===== src/rtl/audio_pkg.sv =====
// Shared types and constants for the audio vector streamer.
// State encoding plus vector/sample geometry.
package audio_pkg;

  localparam int SAMPLES_PER_WORD = 16;
  localparam int SAMPLE_W         = 8;
  localparam int VEC_W            = 128;
  localparam int IDX_W            = 4;

  typedef enum logic [2:0] {
    S_IDLE,
    S_FETCH,
    S_WAIT,
    S_STREAM,
    S_FINISH
  } state_e;

endpackage


===== src/rtl/vec_byte_serializer.sv =====
// Current/shadow 128-bit word registers with a byte index.
// Bytes leave LSB first; a write lands in current if it is empty.
module vec_byte_serializer
  import audio_pkg::*;
(
  input  logic                clk,
  input  logic                reset,
  input  logic                flush,
  input  logic                wr_en,
  input  logic [VEC_W-1:0]    wr_data,
  input  logic                advance,
  output logic                cur_valid,
  output logic                sh_valid,
  output logic                last_byte,
  output logic [SAMPLE_W-1:0] byte_out
);

  logic [VEC_W-1:0] cur_q, cur_d;
  logic [VEC_W-1:0] sh_q, sh_d;
  logic             cur_v_q, cur_v_d;
  logic             sh_v_q, sh_v_d;
  logic [IDX_W-1:0] idx_q, idx_d;

  assign cur_valid = cur_v_q;
  assign sh_valid  = sh_v_q;
  assign last_byte = idx_q == IDX_W'(SAMPLES_PER_WORD - 1);
  assign byte_out  = cur_q[{idx_q, 3'b000} +: SAMPLE_W];

  // Advance/promote, then place incoming word; flush wins.
  always_comb begin
    cur_d   = cur_q;
    sh_d    = sh_q;
    cur_v_d = cur_v_q;
    sh_v_d  = sh_v_q;
    idx_d   = idx_q;
    if (advance) begin
      if (last_byte) begin
        idx_d   = '0;
        cur_v_d = sh_v_q;
        sh_v_d  = 1'b0;
        if (sh_v_q) cur_d = sh_q;
      end else begin
        idx_d = idx_q + 1'b1;
      end
    end
    if (wr_en) begin
      if (!cur_v_d) begin
        cur_d   = wr_data;
        cur_v_d = 1'b1;
        idx_d   = '0;
      end else begin
        sh_d   = wr_data;
        sh_v_d = 1'b1;
      end
    end
    if (flush) begin
      cur_v_d = 1'b0;
      sh_v_d  = 1'b0;
      idx_d   = '0;
    end
  end

  // Word register state.
  always_ff @(posedge clk) begin
    if (reset) begin
      cur_q   <= '0;
      sh_q    <= '0;
      cur_v_q <= 1'b0;
      sh_v_q  <= 1'b0;
      idx_q   <= '0;
    end else begin
      cur_q   <= cur_d;
      sh_q    <= sh_d;
      cur_v_q <= cur_v_d;
      sh_v_q  <= sh_v_d;
      idx_q   <= idx_d;
    end
  end

endmodule


===== src/rtl/audio_stream_out.sv =====
// Streams 128-bit memory words out as 8-bit samples on sample_tick.
// AUDIO_STREAM_LOOP_EN: wrap to base_addr after the last word forever.
module audio_stream_out
  import audio_pkg::*;
#(
  parameter int ADDR_W   = 15,
  parameter int READ_LAT = 1
) (
  input  logic                clk,
  input  logic                reset,
  input  logic                start,
  input  logic                abort,
  input  logic [ADDR_W-1:0]   base_addr,
  input  logic [ADDR_W-1:0]   num_words,
  input  logic                sample_tick,
  output logic [ADDR_W-1:0]   mem_addr,
  input  logic [VEC_W-1:0]    mem_q,
  output logic [SAMPLE_W-1:0] sample_out,
  output logic                sample_valid,
  output logic                busy,
  output logic                done,
  output logic                underrun
);

  localparam int CNT_W = $clog2(READ_LAT + 1);
  localparam logic [CNT_W-1:0] LAT = CNT_W'(READ_LAT);

  state_e              state_q, state_d;
  logic [ADDR_W-1:0]   num_q, num_d;
  logic [ADDR_W-1:0]   addr_q, addr_d;
  logic [ADDR_W-1:0]   mem_addr_q, mem_addr_d;
  logic [ADDR_W-1:0]   issued_q, issued_d;
  logic                rd_busy_q, rd_busy_d;
  logic [CNT_W-1:0]    rd_cnt_q, rd_cnt_d;
  logic [SAMPLE_W-1:0] sample_out_q, sample_out_d;
  logic                sample_valid_q, sample_valid_d;
  logic                underrun_q, underrun_d;
`ifdef AUDIO_STREAM_LOOP_EN
  logic [ADDR_W-1:0]   base_q, base_d;
`else
  logic [ADDR_W-1:0]   words_out_q, words_out_d;
`endif

  logic                rd_ret, emit, flush, issue, restart;
  logic [ADDR_W-1:0]   issue_addr;
  logic                cur_valid, sh_valid, last_byte;
  logic [SAMPLE_W-1:0] ser_byte;

  assign mem_addr     = mem_addr_q;
  assign sample_out   = sample_out_q;
  assign sample_valid = sample_valid_q;
  assign busy         = state_q != S_IDLE;
  assign done         = state_q == S_FINISH;
  assign underrun     = underrun_q;

  vec_byte_serializer u_ser (
    .clk       (clk),
    .reset     (reset),
    .flush     (flush),
    .wr_en     (rd_ret),
    .wr_data   (mem_q),
    .advance   (emit),
    .cur_valid (cur_valid),
    .sh_valid  (sh_valid),
    .last_byte (last_byte),
    .byte_out  (ser_byte)
  );

  // Next-state, read issue/return tracking and sample output.
  always_comb begin
    state_d        = state_q;
    num_d          = num_q;
    addr_d         = addr_q;
    mem_addr_d     = mem_addr_q;
    issued_d       = issued_q;
    rd_busy_d      = rd_busy_q;
    rd_cnt_d       = rd_cnt_q;
    sample_out_d   = sample_out_q;
    sample_valid_d = 1'b0;
    underrun_d     = underrun_q;
`ifdef AUDIO_STREAM_LOOP_EN
    base_d         = base_q;
`else
    words_out_d    = words_out_q;
`endif
    flush      = 1'b0;
    issue      = 1'b0;
    restart    = 1'b0;
    issue_addr = addr_q;

    rd_ret = rd_busy_q && (rd_cnt_q == LAT);
    emit   = !abort && (state_q == S_STREAM)
             && sample_tick && cur_valid;

    if (rd_busy_q) begin
      if (rd_ret) rd_busy_d = 1'b0;
      else        rd_cnt_d  = rd_cnt_q + 1'b1;
    end

    if (emit) begin
      sample_out_d   = ser_byte;
      sample_valid_d = 1'b1;
    end

    if (!abort && sample_tick && !cur_valid
        && (state_q == S_FETCH || state_q == S_WAIT
            || state_q == S_STREAM))
      underrun_d = 1'b1;

    unique case (state_q)
      S_IDLE: begin
        if (start && !abort) begin
          num_d      = num_words;
          underrun_d = 1'b0;
          flush      = 1'b1;
`ifdef AUDIO_STREAM_LOOP_EN
          base_d     = base_addr;
`else
          words_out_d = '0;
`endif
          if (num_words == '0) begin
            state_d = S_FINISH;
          end else begin
            state_d    = S_FETCH;
            issue      = 1'b1;
            restart    = 1'b1;
            issue_addr = base_addr;
          end
        end
      end
      S_FETCH: state_d = S_WAIT;
      S_WAIT: begin
        if (rd_ret) state_d = S_STREAM;
      end
      S_STREAM: begin
        if (!rd_busy_q && !sh_valid) begin
`ifdef AUDIO_STREAM_LOOP_EN
          issue = 1'b1;
          if (issued_q == num_q) begin
            restart    = 1'b1;
            issue_addr = base_q;
          end
`else
          issue = issued_q != num_q;
`endif
        end
`ifndef AUDIO_STREAM_LOOP_EN
        if (emit && last_byte) begin
          if (words_out_q == num_q - 1'b1)
            state_d = S_FINISH;
          else
            words_out_d = words_out_q + 1'b1;
        end
`endif
      end
      S_FINISH: state_d = S_IDLE;
      default:  state_d = S_IDLE;
    endcase

    if (issue && !abort) begin
      mem_addr_d = issue_addr;
      addr_d     = issue_addr + 1'b1;
      issued_d   = restart ? ADDR_W'(1) : issued_q + 1'b1;
      rd_busy_d  = 1'b1;
      rd_cnt_d   = '0;
    end

    if (abort) begin
      state_d   = S_IDLE;
      rd_busy_d = 1'b0;
      flush     = 1'b1;
    end
  end

  // Control and output registers.
  always_ff @(posedge clk) begin
    if (reset) begin
      state_q        <= S_IDLE;
      num_q          <= '0;
      addr_q         <= '0;
      mem_addr_q     <= '0;
      issued_q       <= '0;
      rd_busy_q      <= 1'b0;
      rd_cnt_q       <= '0;
      sample_out_q   <= '0;
      sample_valid_q <= 1'b0;
      underrun_q     <= 1'b0;
`ifdef AUDIO_STREAM_LOOP_EN
      base_q         <= '0;
`else
      words_out_q    <= '0;
`endif
    end else begin
      state_q        <= state_d;
      num_q          <= num_d;
      addr_q         <= addr_d;
      mem_addr_q     <= mem_addr_d;
      issued_q       <= issued_d;
      rd_busy_q      <= rd_busy_d;
      rd_cnt_q       <= rd_cnt_d;
      sample_out_q   <= sample_out_d;
      sample_valid_q <= sample_valid_d;
      underrun_q     <= underrun_d;
`ifdef AUDIO_STREAM_LOOP_EN
      base_q         <= base_d;
`else
      words_out_q    <= words_out_d;
`endif
    end
  end

endmodule


===== config.mk =====
export PLATFORM = sky130hd
export DESIGN_NAME = audio_stream_out
export DESIGN_NICKNAME = d
export VERILOG_FILES = /design/src/rtl/audio_pkg.sv /design/src/rtl/vec_byte_serializer.sv /design/src/rtl/audio_stream_out.sv
export SDC_FILE = /design/constraint.sdc
export NUM_CORES = 1
export LEC_CHECK = 0
export CAP_MARGIN = 25
export CORE_MARGIN = 4
export CORE_UTILIZATION = 50
export DETAILED_ROUTE_END_ITERATION = 8
export GPL_TIMING_DRIVEN = 0
export PLACE_DENSITY = 0.73
export SLEW_MARGIN = 20
export SYNTH_ARGS = -nofsm -noshare
export SYNTH_HDL_FRONTEND = slang
export SYNTH_SLANG_ARGS = --single-unit
export TNS_END_PERCENT = 50

===== constraint.sdc =====
create_clock -name clk -period 4.1 [get_ports clk]
set_input_delay 0.615 -clock clk [delete_from_list [all_inputs] [get_ports clk]]
set_output_delay 0.615 -clock clk [all_outputs]
set_load 0.05 [all_outputs]

==> reports/metrics.yaml, run 1 <==
synthesis:
  syn_inst: 1978
  syn_avg_cell_area_um2: 8.17
  synth_flop_cell: "dfxtp_1"
  synth-seq-area-share_pct: 43.6
  netlist_area_um2: 16200
  synth.distinct_cells: 61
  async_reset_ff_share_pct: 0
  yosysTopAreaCellShare_pct: 43.6
  synth_top_cell_by_area: "dfxtp_1"
  ys_top_cells_by_area: "dfxtp_1, nand2_1, a311oi_1"
  yosysMostFrequentCell: "nand2_1"
  synth_common_cells: "nand2_1, dfxtp_1, nor2_1"
  ys_ff_latch: 352
  synth_edf_count: 0
  synth_nets: 2146
  ys_warn_count: 0
floorplanning:
  start_util_pct: 51.0
  die_y_um: 188
  io_pins: 190
  die-area_um2: 35300
  core_area_um2: 31700
  fp.dieW_um: 188
  rows: 65
clocking:
  cts_tree: "built"
  root_buffer: "clkbuf_16"
  path_clk_slew_ps: 60
  cts_buffer_depth: 3
  clk_latency_ps: 540
  htree_num_levels: 2
  post_cts_buffers: 0
  ctsHoldBuffers: 0
  clock_sinks: 352
  numCtsBuffers: 38
finish:
  final_util_pct: 62.2
  fin_cells: 2630
  antennaDiodeCount: 0
  area.growth.synth_to_final_pct: 22.2
  drive_gt1_share_pct: 5.52
  num-fill-cells: 2753
  nNetsFinal: 2374
  stdcell_area_um2: 19700
sta:
  maxSlewViolCount: 0
  period_minus_slack_ps: 3860
  fin_ws_ps: 240
  worstMarginPinSlew_ps: 1050
  rsz0062_at_grt: "false"
  max_freq_ghz: 0.259
  slew_headroom_pct: 28.4
  skew_ps: 18.0
  finalHoldViolations: 0
  fin_hold_ws_ps: 454
  setup_tns_ps: 0
  setup_viol: 0
  period_share_pct: 94.1
critical_path:
  startpoint_type: "input port"
  critPathKind: "input port to flop"
  rr_endpoint: "addr_q[14]"
  reg2reg_depth: 14
  timing.rr.start: "state_q[1]"
  path_max_fanout: 10
  r2r_setup_slack_ps: 570
  end_kind: "flop"
  cp.arrival_ps: 4300
  required_ps: 4540
detailed_routing:
  vias: 15800
  dr.pass1.iters: 5
  wl_per_cell_um: 19.5
  dr.first_iter.drc_count: 1466
  ant_nets: 0
  drt-vias-per-instance: 6.00
  drt-total-wl_mm: 51.4
  drc: 0
worst_hold_path:
  min_from: "u_ser.sh_q[83]"
  hold_depth: 2
  min_to: "u_ser.sh_q[83]"
  holdCritPathClass: "flop to flop"
placement:
  dp_hpwl_mm: 36.9
  place_area_um2: 18600
  gp_congestion: 0.901
  dpl_worst_slack_ps: -415
  port_buffers: 189
  dp.cells: 2569
global_route:
  antenna_found_initial: 0
  grt_max_degree: 14
  grt_usage_pct: 27.9
  grt_pass1_wl_mm: 81.2
  grt_pass1_vias: 15100
  gr-total-overflow: 0
pwr:
  peakVddDrop_uv: 250
  fin_total_pwr_mw: 7.43
  powerDensity_nw_per_um2: 376
  p_leak_nw: 6.37
flow_run:
  drv_cap: 0
outcome:
  status: "completed"
## flip-flops by register name, indices dropped and copies added, names as in the netlist
signal	count
issued_q	15
words_out_q	15
rd_cnt_q	1
sample_valid	1
num_q	15
u_ser.idx_q	4
u_ser.sh_q	128
u_ser.sh_valid	1
rd_busy_q	1
u_ser.cur_q	128
mem_addr	15
sample_out	8
u_ser.cur_valid	1
underrun	1
state_q	3
addr_q	15
## cells in the final DEF (no fill, tap or decap), types with 5 or more instances in the layout
cell and count:
ha_1 5, clkdlybuf4s50_1 189, o21ai_0 9, a311oi_1 128, nor2_1 200, dfxtp_1 352, xnor2_1 33, nand4_1 18
clkbuf_16 38, a21oi_1 173, nor4_1 6, nor3_1 16, and3_1 15, nand3_1 155, mux2i_1 22, clkbuf_8 6
a211oi_1 26, nand2_1 467, buf_2 8, mux4_2 40, xor2_1 46, or2_2 5, inv_1 10, buf_1 8
or3_1 11, nand3b_1 6, clkbuf_1 171
## cells by family (layout without fill, tap and decap cells)
logic type	after synthesis	after routing	share of synthesized area, %
flops	352	352	43.6
mux	65	65	7.15
compound gates	360	360	15.2
buf+inv	189	439	4.50
fa+ha+maj	5	5	0.387
xor+xnor	79	79	4.28
simple gates	928	928	24.8
## power by group
group          internal [mW]  switching, mW  total, mW
Combinational          0.272          0.333      0.605
Sequential              3.46         0.0351       3.49
Clock                   1.94           1.39       3.33
## metal layers
metal / up-vias / track usage, % / wire, um
met2: 764 / 45.2 / 23800
met1: 7472 / 37.2 / 21200
met3: 141 / 4.93 / 4130
met4: 0 / 11.4 / 2210
li1: 7408 / - / -
met5: - / 0 / 0
## worst max path at each step
stage	start	to	cells after the start
after floorplan	num_words[0]	addr_q[14]	13
after global placement	num_words[12]	addr_q[12]	14
after detailed placement	num_words[5]	addr_q[14]	14
after CTS	num_words[5]	addr_q[14]	14
after global routing	num_words[0]	addr_q[10]	14
final	num_words[5]	addr_q[14]	14
## timing repair
item,4_1_cts,5_1_grt
setup endpoints to repair,0,3
hold endpoints to repair,0,0
gates resized for setup,0,1
## critical path: stages
cell and delay (ps):
clkdlybuf4s50_1 440, nor4_1 350, nand4_1 470, and2_1 380, clkbuf_1 270, mux2i_1 230
inv_1 90, ha_1 140, clkbuf_1 330, and3_1 220, clkbuf_1 230, and3_1 220
xnor2_1 70, a211oi_1 250
## layout make-up
type / instances / area, um^2 / area share (%)
Buffer: 178 / 686 / 3.47
Clock buffer: 54 / 1070 / 5.42
Clock inverter: 8 / 111 / 0.564
Inverter: 10 / 37.5 / 0.190
Multi-Input combinational cell: 1437 / 8400 / 42.5
Sequential cell: 352 / 7050 / 35.7
Tap cell: 402 / 503 / 2.55
Timing Repair Buffer: 189 / 1890 / 9.58
Power figures use the tool's default switching activity.
==> run 2, diff against run 1 <==
==> constraint.sdc (replaced) <==
create_clock -name clk -period 5 [get_ports clk]
set_input_delay 0.75 -clock clk [delete_from_list [all_inputs] [get_ports clk]]
set_output_delay 0.75 -clock clk [all_outputs]
set_load 0.05 [all_outputs]
==> reports/metrics.yaml, run 2 (synthesis gave the netlist of run 1 again) <==
global_route:
  grt_pass1_vias: 15100
  grt_max_degree: 14
  grt_usage_pct: 27.9
  gr-total-overflow: 0
  antenna_found_initial: 0
  grt_pass1_wl_mm: 81.2
detailed_routing:
  dr.pass1.iters: 5
  wl_per_cell_um: 19.6
  drt-total-wl_mm: 51.4
  drt-vias-per-instance: 5.97
  ant_nets: 0
  vias: 15700
  drc: 0
  dr.first_iter.drc_count: 1525
critical_path:
  startpoint_type: "input port"
  path_buf_inv: 4
  slowest_stage: "nand2_1"
  r2r_setup_slack_ps: 1520
  max_stage_delay_ps: 530
  path_max_fanout: 10
  cp.arrival_ps: 4630
  required_ps: 5440
  end_kind: "flop"
  critPathKind: "input port to flop"
  crit_path_cell_trace: "clkdlybuf4s50_1 -> nor4_1 -> nand4_1 -> nand2_1 -> clkbuf_1 -> nand2_1 -> nand2_1 -> ha_1 -> clkbuf_1 -> and3_1 -> clkbuf_1 -> and3_1 -> xnor2_1 -> a211oi_1"
  critPathTopFamily: "simple AND/OR/NAND/NOR gates"
clocking:
  numCtsBuffers: 38
  ctsHoldBuffers: 0
  htree_num_levels: 2
  path_clk_slew_ps: 60
  cts_buffer_depth: 3
  clk_latency_ps: 540
  root_buffer: "clkbuf_16"
  post_cts_buffers: 0
  cts_tree: "built"
  clock_sinks: 352
  cts_resized: 0
finish:
  nNetsFinal: 2375
  drive_gt1_share_pct: 5.47
  final_cell_mix: "nand2_1, dfxtp_1, nor2_1, clkdlybuf4s50_1, a21oi_1"
  final_util_pct: 62.2
  stdcell_area_um2: 19700
  antennaDiodeCount: 0
  layout_commonest_cell: "nand2_1"
  largestRegisters: "u_ser.cur_q: 128 flops, u_ser.sh_q: 128 flops"
  area.growth.synth_to_final_pct: 22.2
  fin_cells: 2631
floorplanning:
  die_y_um: 188
  rows: 65
  die-area_um2: 35300
  start_util_pct: 51.0
  core_area_um2: 31700
  fp.dieW_um: 188
  io_pins: 190
sta:
  rsz0062_at_grt: "false"
  period_minus_slack_ps: 4180
  slew_headroom_pct: 29.5
  period_share_pct: 83.7
  setup_tns_ps: 0
  fin_hold_ws_ps: 454
  maxSlewViolCount: 0
  setup_viol: 0
  worstMarginPinSlew_ps: 1030
  finalHoldViolations: 0
  max_freq_ghz: 0.239
  skew_ps: 15.5
worst_hold_path:
  holdCritPathClass: "flop to flop"
placement:
  gp_congestion: 0.901
  dp_hpwl_mm: 36.9
  dp.cells: 2569
  port_buffers: 189
  place_area_um2: 18600
pwr:
  peakVddDrop_uv: 205
  powerDensity_nw_per_um2: 309
  p_leak_nw: 6.37
flow_run:
  drv_cap: 0
outcome:
  status: "completed"
-- run 2: cell count changes in the layout (fill, tap and decap cells not counted), sizes merged --
cell    before  now
clkbuf     215  216
-- run 2: per-layer routing --
metal  global-route usage [%]  wire, um
met1                     37.2     21300
met5                        0         0
met4                     11.4      2220
met2                     45.2     23800
met3                     4.93      4090
-- run 2: path summary, 6_finish.rpt --
| check | startpoint | endpoint | depth (start not counted) |
|---|---|---|---|
| worst min-delay path | u_ser.sh_q[63] | u_ser.sh_q[63] | 2 |
| worst max register to register | state_q[1] | addr_q[14] | 14 |
| worst max-delay path | num_words[5] | addr_q[14] | 14 |
| worst min register to register | u_ser.sh_q[63] | u_ser.sh_q[63] | 2 |
-- run 2: per-stage QoR --
step / power (mW) / worst slack [ps]
global route: 6.28 / 570
floorplan: 3.16 / 1820
detailed placement: 3.41 / 350
finish: 6.10 / 816
CTS: 6.11 / 869
global placement: 3.41 / 473
-- run 2: worst register-to-register path, delay by kind of cell, from the launching register on --
kind | cells | cell delay [ps]
adders and majority gates | 1 | 190
and+or+nand+nor | 5 | 1140
xor gates and xnor gates | 1 | 120
muxes | 1 | 360
buffers and inverters | 5 | 1050
AOI/OAI and AO/OA | 1 | 240
DFF | 1 | 290
-- run 2: layout make-up --
type,count,area [um^2]
well taps,402,503
fillers,2756,12000
clock buffers,54,1070
multi-input cells,1437,8390
plain buffers,179,689
clock inverters,8,111
flip-flops and latches,352,7050
repair buffers,189,1890
inverters,10,37.5
-- run 2: where the power goes --
group | internal, mW | total [mW] | switching (mW)
Clock | 1.59 | 2.74 | 1.15
Combinational | 0.223 | 0.496 | 0.273
Sequential | 2.84 | 2.87 | 0.0289
